**src/rtl/buffer_load_ctrl.sv**
```systemverilog
// Sequencing controller for the pixel input buffer: gates the pixel stream into the buffer,
// kicks off the compute stage once the buffer is full, then clears the buffer and re-arms.
module buffer_load_ctrl #(
   parameter int DATA_WIDTH      = 8,
   parameter int DEPTH           = 4,
   parameter int CNT_WIDTH       = $clog2(DEPTH) + 1,
   parameter int LOADED_TIMEOUT  = 4,
   parameter int FRAME_CNT_WIDTH = 16
) (
   input  logic                       clk,
   input  logic                       rst_n,
   input  logic                       start,
   input  logic                       auto_rearm,
   input  logic                       abort,
   input  logic                       s_valid,
   input  logic [DATA_WIDTH-1:0]      s_data,
   output logic                       s_ready,
   output logic                       buf_load_en,
   output logic [DATA_WIDTH-1:0]      buf_data,
   output logic                       buf_clear,
   input  logic                       buf_ready,
   input  logic                       buf_loaded,
   output logic                       comp_start,
   input  logic                       comp_done,
   output logic                       busy,
   output logic [FRAME_CNT_WIDTH-1:0] frame_cnt,
   output logic                       err_timeout
);

   localparam int TMO_WIDTH = $clog2(LOADED_TIMEOUT) + 1;
   localparam logic [CNT_WIDTH-1:0] PIX_FULL = CNT_WIDTH'(DEPTH);
   localparam logic [CNT_WIDTH-1:0] PIX_LAST = CNT_WIDTH'(DEPTH - 1);
   localparam logic [TMO_WIDTH-1:0] TMO_LAST = TMO_WIDTH'(LOADED_TIMEOUT - 1);

   typedef enum logic [2:0] {
      IDLE,
      LOAD,
      SYNC,
      COMPUTE,
      CLEAR
   } state_t;

   state_t state, next_state;

   logic [CNT_WIDTH-1:0] pix_cnt;
   logic [TMO_WIDTH-1:0] tmo_cnt;
   logic                 first_cyc;

   logic accept;
   logic pix_clr;
   logic tmo_inc;
   logic tmo_clr;
   logic frame_inc;
   logic set_err;

   always_ff @(posedge clk or negedge rst_n) begin
      if (!rst_n) begin
         state <= IDLE;
      end else begin
         state <= next_state;
      end
   end

   // In SYNC abort outranks buf_loaded; in COMPUTE comp_done outranks abort so a finished frame is still counted.
   always_comb begin
      next_state = state;
      s_ready    = 1'b0;
      buf_clear  = 1'b0;
      comp_start = 1'b0;
      accept     = 1'b0;
      pix_clr    = 1'b0;
      tmo_inc    = 1'b0;
      tmo_clr    = 1'b0;
      frame_inc  = 1'b0;
      set_err    = 1'b0;
      case (state)
         IDLE: begin
            if (start) begin
               next_state = LOAD;
               pix_clr    = 1'b1;
            end
         end
         LOAD: begin
            if (abort) begin
               next_state = CLEAR;
            end else begin
               s_ready = buf_ready && (pix_cnt < PIX_FULL);
               accept  = s_valid && s_ready;
               if (accept && (pix_cnt == PIX_LAST)) begin
                  next_state = SYNC;
                  tmo_clr    = 1'b1;
               end
            end
         end
         SYNC: begin
            if (abort) begin
               next_state = CLEAR;
            end else if (buf_loaded) begin
               next_state = COMPUTE;
            end else if (tmo_cnt == TMO_LAST) begin
               next_state = CLEAR;
               set_err    = 1'b1;
            end else begin
               tmo_inc = 1'b1;
            end
         end
         COMPUTE: begin
            comp_start = first_cyc;
            if (comp_done) begin
               next_state = CLEAR;
               frame_inc  = 1'b1;
            end else if (abort) begin
               next_state = CLEAR;
            end
         end
         CLEAR: begin
            buf_clear  = 1'b1;
            pix_clr    = 1'b1;
            next_state = auto_rearm ? LOAD : IDLE;
         end
         default: begin
            next_state = IDLE;
         end
      endcase
   end

   assign buf_load_en = accept;
   assign buf_data    = s_data;
   assign busy        = (state != IDLE);

   // first_cyc remembers that the previous cycle was not COMPUTE, marking the comp_start cycle.
   always_ff @(posedge clk or negedge rst_n) begin
      if (!rst_n) begin
         pix_cnt     <= '0;
         tmo_cnt     <= '0;
         first_cyc   <= 1'b1;
         frame_cnt   <= '0;
         err_timeout <= 1'b0;
      end else begin
         first_cyc <= (state != COMPUTE);
         if (pix_clr) begin
            pix_cnt <= '0;
         end else if (accept) begin
            pix_cnt <= pix_cnt + 1'b1;
         end
         if (tmo_clr) begin
            tmo_cnt <= '0;
         end else if (tmo_inc) begin
            tmo_cnt <= tmo_cnt + 1'b1;
         end
         if (frame_inc) begin
            frame_cnt <= frame_cnt + 1'b1;
         end
         if (set_err) begin
            err_timeout <= 1'b1;
         end
      end
   end

endmodule

```
**config.mk**
```make
export PLATFORM = sky130hd
export DESIGN_NAME = buffer_load_ctrl
export DESIGN_NICKNAME = d
export VERILOG_FILES = /design/src/rtl/buffer_load_ctrl.sv
export SDC_FILE = /design/constraint.sdc
export NUM_CORES = 1
export LEC_CHECK = 0
export BUFFER_PORTS_ARGS = -buffer_cell sky130_fd_sc_hd__buf_2
export CORE_ASPECT_RATIO = 2
export CORE_MARGIN = 5
export CORE_UTILIZATION = 28
export DETAILED_ROUTE_END_ITERATION = 6
export PLACE_DENSITY = 0.58
export REMOVE_ABC_BUFFERS = 1
export SYNTH_ARGS = -nofsm -noshare
export SYNTH_HDL_FRONTEND = slang
export SYNTH_SLANG_ARGS = --single-unit
```
**constraint.sdc**
```tcl
create_clock -name clk -period 3.65 [get_ports clk]
set_input_delay 0.5475 -clock clk [delete_from_list [all_inputs] [get_ports clk]]
set_output_delay 0.5475 -clock clk [all_outputs]
set_load 0.01 [all_outputs]
```
== After elaboration in Yosys (flattened, before gate mapping) ==
Index checks and enable logic that the tools add are counted.

* Input bits: 17
* Word-level logic and storage cells: 64
* Bits in registers: 27

* Reduce and logical (&&, ||, !) cells: 8
* Add/sub/neg operators: 3
* Equality and inequality tests: 11
* Magnitude comparators: 1
* Muxes and demuxes: 35

{| class="wikitable"
|+ Operator list
! operator !! count
|-
| 3-bit two-way mux || 12
|-
| 1-bit two-way mux || 21
|-
| 16-bit by 1-bit adder with 16-bit output (second input constant) || 1
|-
| 3-bit one-hot mux with 5 select lines || 1
|-
| 3-bit by 2-bit equality test with 1-bit output (second input constant) || 4
|-
| 3-bit by 1-bit adder with 3-bit output (second input constant) || 2
|-
| 3-bit != test (second input constant) || 2
|-
| 4-bit != test (second input constant) || 1
|-
| 4-bit AND reduction || 1
|-
| 2-bit nonzero test || 2
|-
| 3-bit by 1-bit equality test with 1-bit output (second input constant) || 1
|-
| 3-bit equality test (second input constant) || 1
|-
| 1-bit logical AND || 3
|-
| 3-bit zero test || 1
|-
| 3-bit < comparator (second input constant) || 1
|-
| 3-bit by 2-bit != test with 1-bit output (second input constant) || 1
|-
| 3-bit nonzero test || 1
|-
| 2-bit != test (second input constant) || 1
|-
| 1-bit one-hot mux with 2 select lines || 1
|}

== Longest topological paths before layout ==
Gate-level depths: netlist of run 1.

* Word-level depth: 8
* Gate-level depth with buffers: 6
* Gate-level depth less buffers: 6

== Worst setup path after synthesis of run 1 ==
No wires, ideal clock.

* Path type: input -> output
* Start: input port abort
* End: output port s_ready
* Data required time: 3,102 ps
* Path slack: 1,653 ps
* Stages on the path: 2
* Arrival time: 1,449 ps
* Cell sequence: or4b_4 nor3b_1

* Word-level cells in the longest chain between the ends: 2

{| class="wikitable"
|+ RTL lines
! element !! line !! RTL
|-
| from (decl) || 14 || <nowiki>input logic abort,</nowiki>
|-
| 1-bit two-way mux || 84 || <nowiki>if (abort) begin</nowiki>
|-
| 1-bit two-way mux || 76 || <nowiki>case (state)</nowiki>
|-
| to (decl) || 17 || <nowiki>output logic s_ready,</nowiki>
|}

Every way passes these cells.

== Worst setup path after layout of run 1 ==
* Start: register state[2]
* End: output port buf_load_en

* Word-level cells in the longest chain between the ends: 2

{| class="wikitable"
|+ RTL lines
! element !! line !! RTL
|-
| from (decl) || 43 || <nowiki>state_t state, next_state;</nowiki>
|-
| from (signal assigned) || 60 || <nowiki>state <= next_state;</nowiki>
|-
| 3-bit by 1-bit equality test with 1-bit output || 76 ||
|-
| 1-bit two-way mux || 76 ||
|-
| to (decl) || 18 || <nowiki>output logic buf_load_en,</nowiki>
|}

Every way passes these cells.

==> key figures, run 1 <==
Status
  • Run status: finished clean

Clock tree
  • Skew-Pair Late Insertion Delay: roughly 0.27 ns
  • H-Tree Depth: 1
  • Number of gates resized after cts: 0
  • Sink Count: 27
  • Post-CTS Repair Setup Buffers: 0
  • Clock Tree Buf Depth: 2
  • Clock-pin slew on the worst setup and hold paths: 0.09 ns
  • Clock Root Buffer: clkbuf_8
  • Hold_buf cts: 0
  • TritonCTS Buffers: 3
  • CTS tree: built

Timing
  • Slew Viols, Final: 0
  • Final hold vios: 0
  • Slew margin rel.: between 50% and 60%
  • RSZ-0062 raised after global routing: false
  • Max Clock Freq: between 400 and 500 MHz
  • Final Critical Period: roughly 2.3 ns
  • # setup viols final: 0
  • Final Cycle Share: between 60% and 70%
  • Slew @ Worst Pin: 0.636 ns
  • TNS Setup: 0 ns
  • Setup Skew: approximately 0.0016 ns

Drt
  • Final WL: between 3 and 4 mm
  • DR vias: around 1100
  • DR pass1 iterations: 3
  • Drt via density: slightly below 5
  • Residual DRC: 0
  • Initial drt markers: 14
  • ANT nets after route: 0
  • Routed WL per cell: between 10 and 15 um

Logic synthesis
  • Syn Area/Cell: ~11 um2
  • Yosys warns: 0
  • Area fraction of the dominant cell type after synthesis: between 40% and 50%
  • Top_reg_cell synth: dfrtp_1
  • Synth Area in Simple Gates: ~22%
  • Commonest cells in the netlist: dfrtp_1, xnor2_1, nand2_1
  • Dominant cells by area after synthesis: dfrtp_1, xnor2_1, buf_4
  • Largest family of logic cells by synthesized area: simple AND/OR/NAND/NOR gates
  • Post-Syn Instances: ~140
  • FF+latch count, synth: 27
  • Seq/Total Area, Yosys: approximately 47%
  • Synth Area in Compound Gates: 6.13%
  • Post-synth EDFFs: 0
  • Synthesized cell area: approximately 1500 um2
  • Post-synthesis mux area share: 2.42%
  • Xor and xnor area share after synthesis: approximately a tenth
  • Post-Synth Adder-Cell Area: between 4 and 5%
  • Synth unique cells: 36
  • Largest area contributor in the netlist: dfrtp_1
  • Async SR Flop Fraction: between 90% and 100%
  • Most common cell in the netlist: dfrtp_1

Setup path
  • WP data required: approximately 3.1 ns
  • CP Capture Type: output pin
  • Crit-path max FO: 10
  • CP Launch Type: flip-flop
  • Crit Path Class: reg -> out
  • CP Data Arrival Time: about 1.8 ns

Die
  • Core area: approximately 5100 um2
  • Die height: roughly 110 um
  • Die W: just over 60 um
  • Io pins: 47
  • Site Rows: 37
  • Initial Util: approximately 28%
  • DIE AREA: just under 7000 um2

Power and ir drop
  • P_sw: 0.307 mW
  • Total Power: just under 0.9 mW
  • Clock group share of total power: approximately a fifth
  • Sequential power share: about 50%
  • Sw Ratio: 35.2%
  • Worst vdd ir: about 0.27 mV
  • Comb power frac: 30.5%
  • P_leak: roughly 0.83 nW
  • P per Cell Area: between 500 and 600 nW/um2
  • Cell internal pwr: approximately 0.57 mW

Finish
  • Fin area: ~1600 um2
  • Share of layout cells above drive strength 1: about a quarter
  • Number of diodes: 0
  • Synth-to-layout area growth: 12.3%
  • Final nets: about 180

Placement
  • Routability cong.: 0.725
  • Placed Area: about 1600 um2
  • PortBufs: 30
  • DP Wirelength: between 2 and 2.5 mm

Global route
  • GRT Util Overall: roughly a tenth
  • Grt total ovfl: 0
  • Initial antenna violation count: 0
  • Via count of the first global-routing pass: around 1100
  • First-pass GRT wire length: ~5.4 mm
  • Largest net degree at the start of global routing: 28

Min path
  • Hold Path Class: in -> async

Run
  • Max-cap violations: 0
## area by class of cell
class,instances,area (um2)
Timing Repair Buffer,30,150
Clock buffer,4,45.0
Tap cell,58,72.6
Sequential cell,27,677
Fill cell,557,3460
Inverter,7,26.3
Multi-Input combinational cell,92,658
## worst max-delay path, cell delays in order, from the launching register on
cell and delay, ns:
dfrtp_1 0.51, or4b_4 0.63, nor2_4 0.19, buf_2 0.16
## state kept, by name (all words and copies together) (netlist names)
| signal | flops |
|---|---|
| pix_cnt | 3 |
| err_timeout | 1 |
| tmo_cnt | 3 |
| frame_cnt | 16 |
| first_cyc | 1 |
| state | 3 |
## layer usage
metal  up-vias  track usage (%)  share of wire [%]
met2        37             18.4                 58
met3         4             2.78                6.8
met4         0             4.49                1.7
met5         -                0                  0
met1       515             11.0                 34
li1        507                -                  -
## cell families (layout without fill, tap and decap cells)
| logic type | count (synthesis) | count (layout) |
|---|---|---|
| adder cells (fa/ha/maj) | 5 | 5 |
| AND/OR/NAND/NOR | 53 | 53 |
| XOR/XNOR | 17 | 17 |
| flip-flops | 27 | 27 |
| AO/OA/AOI/OAI | 14 | 14 |
| multiplexers | 3 | 3 |
| buffers and inverters | 19 | 41 |
## final timing paths
check                      slack (ns)                         to                      start  depth (start not counted)
setup reg to reg                 1.73       state[0]$_DFFE_PN0P_     tmo_cnt[0]$_DFFE_PN0P_                          5
hold / removal                   0.29   frame_cnt[9]$_DFFE_PN0P_                      rst_n                          1
setup / recovery                 1.33                buf_load_en       state[2]$_DFFE_PN0P_                          3
hold reg to reg                  0.47  frame_cnt[15]$_DFFE_PN0P_  frame_cnt[15]$_DFFE_PN0P_                          1
min in group clk                 0.47  frame_cnt[15]$_DFFE_PN0P_  frame_cnt[15]$_DFFE_PN0P_                          1
max in group asynchronous        2.95       state[1]$_DFFE_PN0P_                      rst_n                          1
## metrics by stage
| stage | hold WS [ns] | util [%] | setup WS (ns) | std cells |
|---|---|---|---|---|
| 2_1_floorplan | 0.252 | - | 1.65 | 126 |
| 3_3_place_gp | 0.456 | 31.1 | 1.50 | 214 |
| 3_5_place_dp | 0.452 | 31.1 | 1.49 | 214 |
| 4_1_cts | 0.307 | 32.0 | 1.30 | 218 |
| 5_1_grt | 0.323 | 32.0 | 1.17 | 218 |
| 6_report | 0.285 | 32.0 | 1.33 | 218 |
## layout by cell type, fill, tap and decap left out, types with 2 or more instances in the layout
| master | n |
|---|---|
| nand3b_1 | 3 |
| o21ai_0 | 2 |
| nor2_1 | 9 |
| nand2_1 | 10 |
| inv_1 | 7 |
| ha_1 | 5 |
| xnor2_1 | 12 |
| buf_2 | 30 |
| a21oi_1 | 8 |
| and3_1 | 3 |
| nor4_1 | 2 |
| nand2b_1 | 3 |
| xor2_1 | 5 |
| mux2i_1 | 2 |
| nor2_4 | 2 |
| clkbuf_8 | 3 |
| nand3_1 | 7 |
| a41o_1 | 2 |
| or3_1 | 3 |
| dfrtp_1 | 26 |
## power by group through the flow
stage	clock network, mW	logic [mW]	registers [mW]
after global routing	0.194	0.311	0.449
final	0.172	0.266	0.435
after detailed placement	0	0.274	0.443
after floorplan	0	0.184	0.430
after CTS	0.180	0.275	0.437
after global placement	0	0.270	0.440
(Power assumes the default switching activity.)
==> run 2: changes to the inputs <==
==> constraint.sdc (replaced) <==
create_clock -name clk -period 2.3 [get_ports clk]
set_input_delay 0.345 -clock clk [delete_from_list [all_inputs] [get_ports clk]]
set_output_delay 0.345 -clock clk [all_outputs]
set_load 0.01 [all_outputs]
==> run 2 against run 1 <==
  * Via count decreased by 1.3%
  * Total power increased by 59%
  * Final area unchanged
  * Combinational power increased by 60%
  * Non-clock buffer count unchanged
  * Clock skew increased by 0.00082 ns
  * First-iteration DRC count increased by 71%
  * Clock power increased by 56%
  * Count of clock-buffer cells in the layout unchanged
  * Cell count unchanged
  * Sequential share of layout area unchanged
  * Flip-flop and latch count unchanged
==> key figures, run 2 (synthesized netlist as in run 1, its figures left out) <==
Status
  • Run status: finished clean

Clock tree
  • Clock Tree Buf Depth: 2 (unchanged)
  • Skew-Pair Late Insertion Delay: 0.27 ns (about the same)
  • Post-CTS Repair Setup Buffers: 0 (unchanged)
  • TritonCTS Buffers: 3 (unchanged)
  • CTS tree: built
  • Clock Root Buffer: clkbuf_8
  • Hold_buf cts: 0 (unchanged)
  • Number of gates resized after cts: 0 (unchanged)
  • Sink Count: 27 (unchanged)
  • H-Tree Depth: 1 (unchanged)
  • Clock-pin slew on the worst setup and hold paths: 0.09 ns (about the same)

Setup path
  • Crit Path Class: reg -> out
  • CP Data Arrival Time: 1.78 ns (about the same)
  • Max stage delay on crit path: 0.63 ns (about the same)
  • WP data required: 1.96 ns (-1.14 ns)
  • Reg2reg start: tmo_cnt[0]$_DFFE_PN0P_
  • Setup slack, reg-to-reg: 0.42 ns (-1.31 ns)
  • CP Capture Type: output pin
  • Worst R2R Path Depth: 5 (unchanged)
  • Worst setup path start: state[2]$_DFFE_PN0P_
  • Critical R2R Capture: state[0]$_DFFE_PN0P_
  • CP Launch Type: flip-flop
  • Crit-path cells: or4b_4, nor2_4, buf_2
  • Critical-path top delay cell: or4b_4
  • Crit-path max FO: 10 (unchanged)

Placement
  • DP Wirelength: 2.34 mm (-1.4%)
  • Routability cong.: 0.767 (+5.9%)
  • Placed Area: 1580 um2 (unchanged)
  • PortBufs: 30 (unchanged)

Run
  • Max-cap violations: 0 (unchanged)

Die
  • DIE AREA: 6810 um2 (unchanged)
  • Initial Util: 28.5% (unchanged)
  • Die height: 112 um (unchanged)
  • Core area: 5090 um2 (unchanged)
  • Die W: 60.9 um (unchanged)
  • Site Rows: 37 (unchanged)
  • Io pins: 47 (unchanged)

Drt
  • Initial drt markers: 24 (+10)
  • Final WL: 3.03 mm (-1.6%)
  • ANT nets after route: 0 (unchanged)
  • Residual DRC: 0 (unchanged)
  • Drt via density: 4.81 (-1.3%)
  • DR vias: 1049 (-1.3%)
  • Routed WL per cell: 13.9 um (-1.6%)
  • DR pass1 iterations: 4 (+1)

Global route
  • Initial antenna violation count: 0 (unchanged)
  • First-pass GRT wire length: 5.00 mm (-8.1%)
  • GRT Util Overall: 9.37% (-1.0 points)
  • Grt total ovfl: 0 (unchanged)
  • Via count of the first global-routing pass: 1058 (-7.8%)
  • Largest net degree at the start of global routing: 28 (unchanged)

Timing
  • Max Clock Freq: ~470 MHz
  • Setup Skew: 0.00244 ns (+0.000819 ns)
  • RSZ-0062 raised after global routing: false
  • Slew margin rel.: 58.4% (+0.82 points)
  • Final Critical Period: between 2 and 2.5 ns
  • Final Cycle Share: 92.3%
  • Final hold vios: 0 (unchanged)
  • # setup viols final: 0 (unchanged)
  • TNS Setup: 0 ns (unchanged)
  • Slew Viols, Final: 0 (unchanged)
  • Slew @ Worst Pin: 0.624 ns (-0.0123 ns)

Finish
  • Number of diodes: 0 (unchanged)
  • Largest Register: frame_cnt
  • Final nets: 183 (unchanged)
  • Synth-to-layout area growth: 12.3% (unchanged)
  • Max reg flops: 16 (unchanged)
  • Fin area: 1630 um2 (unchanged)
  • Most common cell after layout, fill and taps aside: buf_2
  • Share of layout cells above drive strength 1: 26.3% (unchanged)
  • Most frequent cells in the layout: buf_2, dfrtp_1, xnor2_1, nand2_1, nor2_1

Power and ir drop
  • Worst vdd ir: 0.494 mV (+86%)
  • P_leak: 0.833 nW (unchanged)
  • Total Power: 1.39 mW (+59%)
  • P per Cell Area: 852 nW/um2 (+59%)

Min path
  • Hold Path Class: in -> async
==> run 2: cell counts in the layout (fill, tap and decap cells not counted) <==
No cell type changed its count.
==> run 2: cell type report <==
| cell class | instances | area (um2) |
|---|---|---|
| inverter | 7 | 26.3 |
| timing repair buffer | 30 | 150 |
| sequential | 27 | 677 |
| multi-input combinational | 92 | 658 |
| tap | 58 | 72.6 |
| fill | 554 | 3460 |
| clock buffer | 4 | 45.0 |
==> run 2: routing by layer <==
layer / track usage, % / routed length [um] / up-vias
met5: 0 / 0 / -
met4: 3.47 / 28 / 0
met3: 2.20 / 187 / 2
met2: 15.8 / 1650 / 39
met1: 11.1 / 1160 / 504
li1: - / - / 504
==> run 2: worst max-delay path by stage <==
stage                        endpoint  slack, ns  cells past startpoint
2_1_floorplan  tmo_cnt[2]$_DFFE_PN0P_       0.52                      5
3_3_place_gp   tmo_cnt[2]$_DFFE_PN0P_       0.47                      5
3_5_place_dp     state[0]$_DFFE_PN0P_       0.41                      5
4_1_cts                   buf_load_en       0.16                      3
5_1_grt                       s_ready       0.08                      3
6_report                  buf_load_en       0.18                      3
==> run 2: power by group <==
| part | internal, mW | leakage (nW) | switching (mW) | total, mW |
|---|---|---|---|---|
| sequential | 0.565 | 0.353 | 0.128 | 0.693 |
| clock | 0.124 | 0.0228 | 0.145 | 0.269 |
| combinational | 0.210 | 0.458 | 0.215 | 0.426 |
| total | 0.899 | 0.833 | 0.488 | 1.39 |
==> run 2: worst max-delay path, delay by kind of cell, from the launching register on <==
kind,cells,cell delay (ns)
and+or+nand+nor,2,0.83
DFF,1,0.51
buffers and inverters,1,0.16
==> run 2: through the flow <==
stage,utilization (%),cells,hold slack [ns],worst slack (ns)
after floorplan,-,126,0.0494,0.516
after global placement,31.1,214,0.411,0.468
after detailed placement,31.1,214,0.409,0.412
after CTS,32.0,218,0.111,0.164
after global routing,32.0,218,0.133,0.0760
final,32.0,218,0.0815,0.177
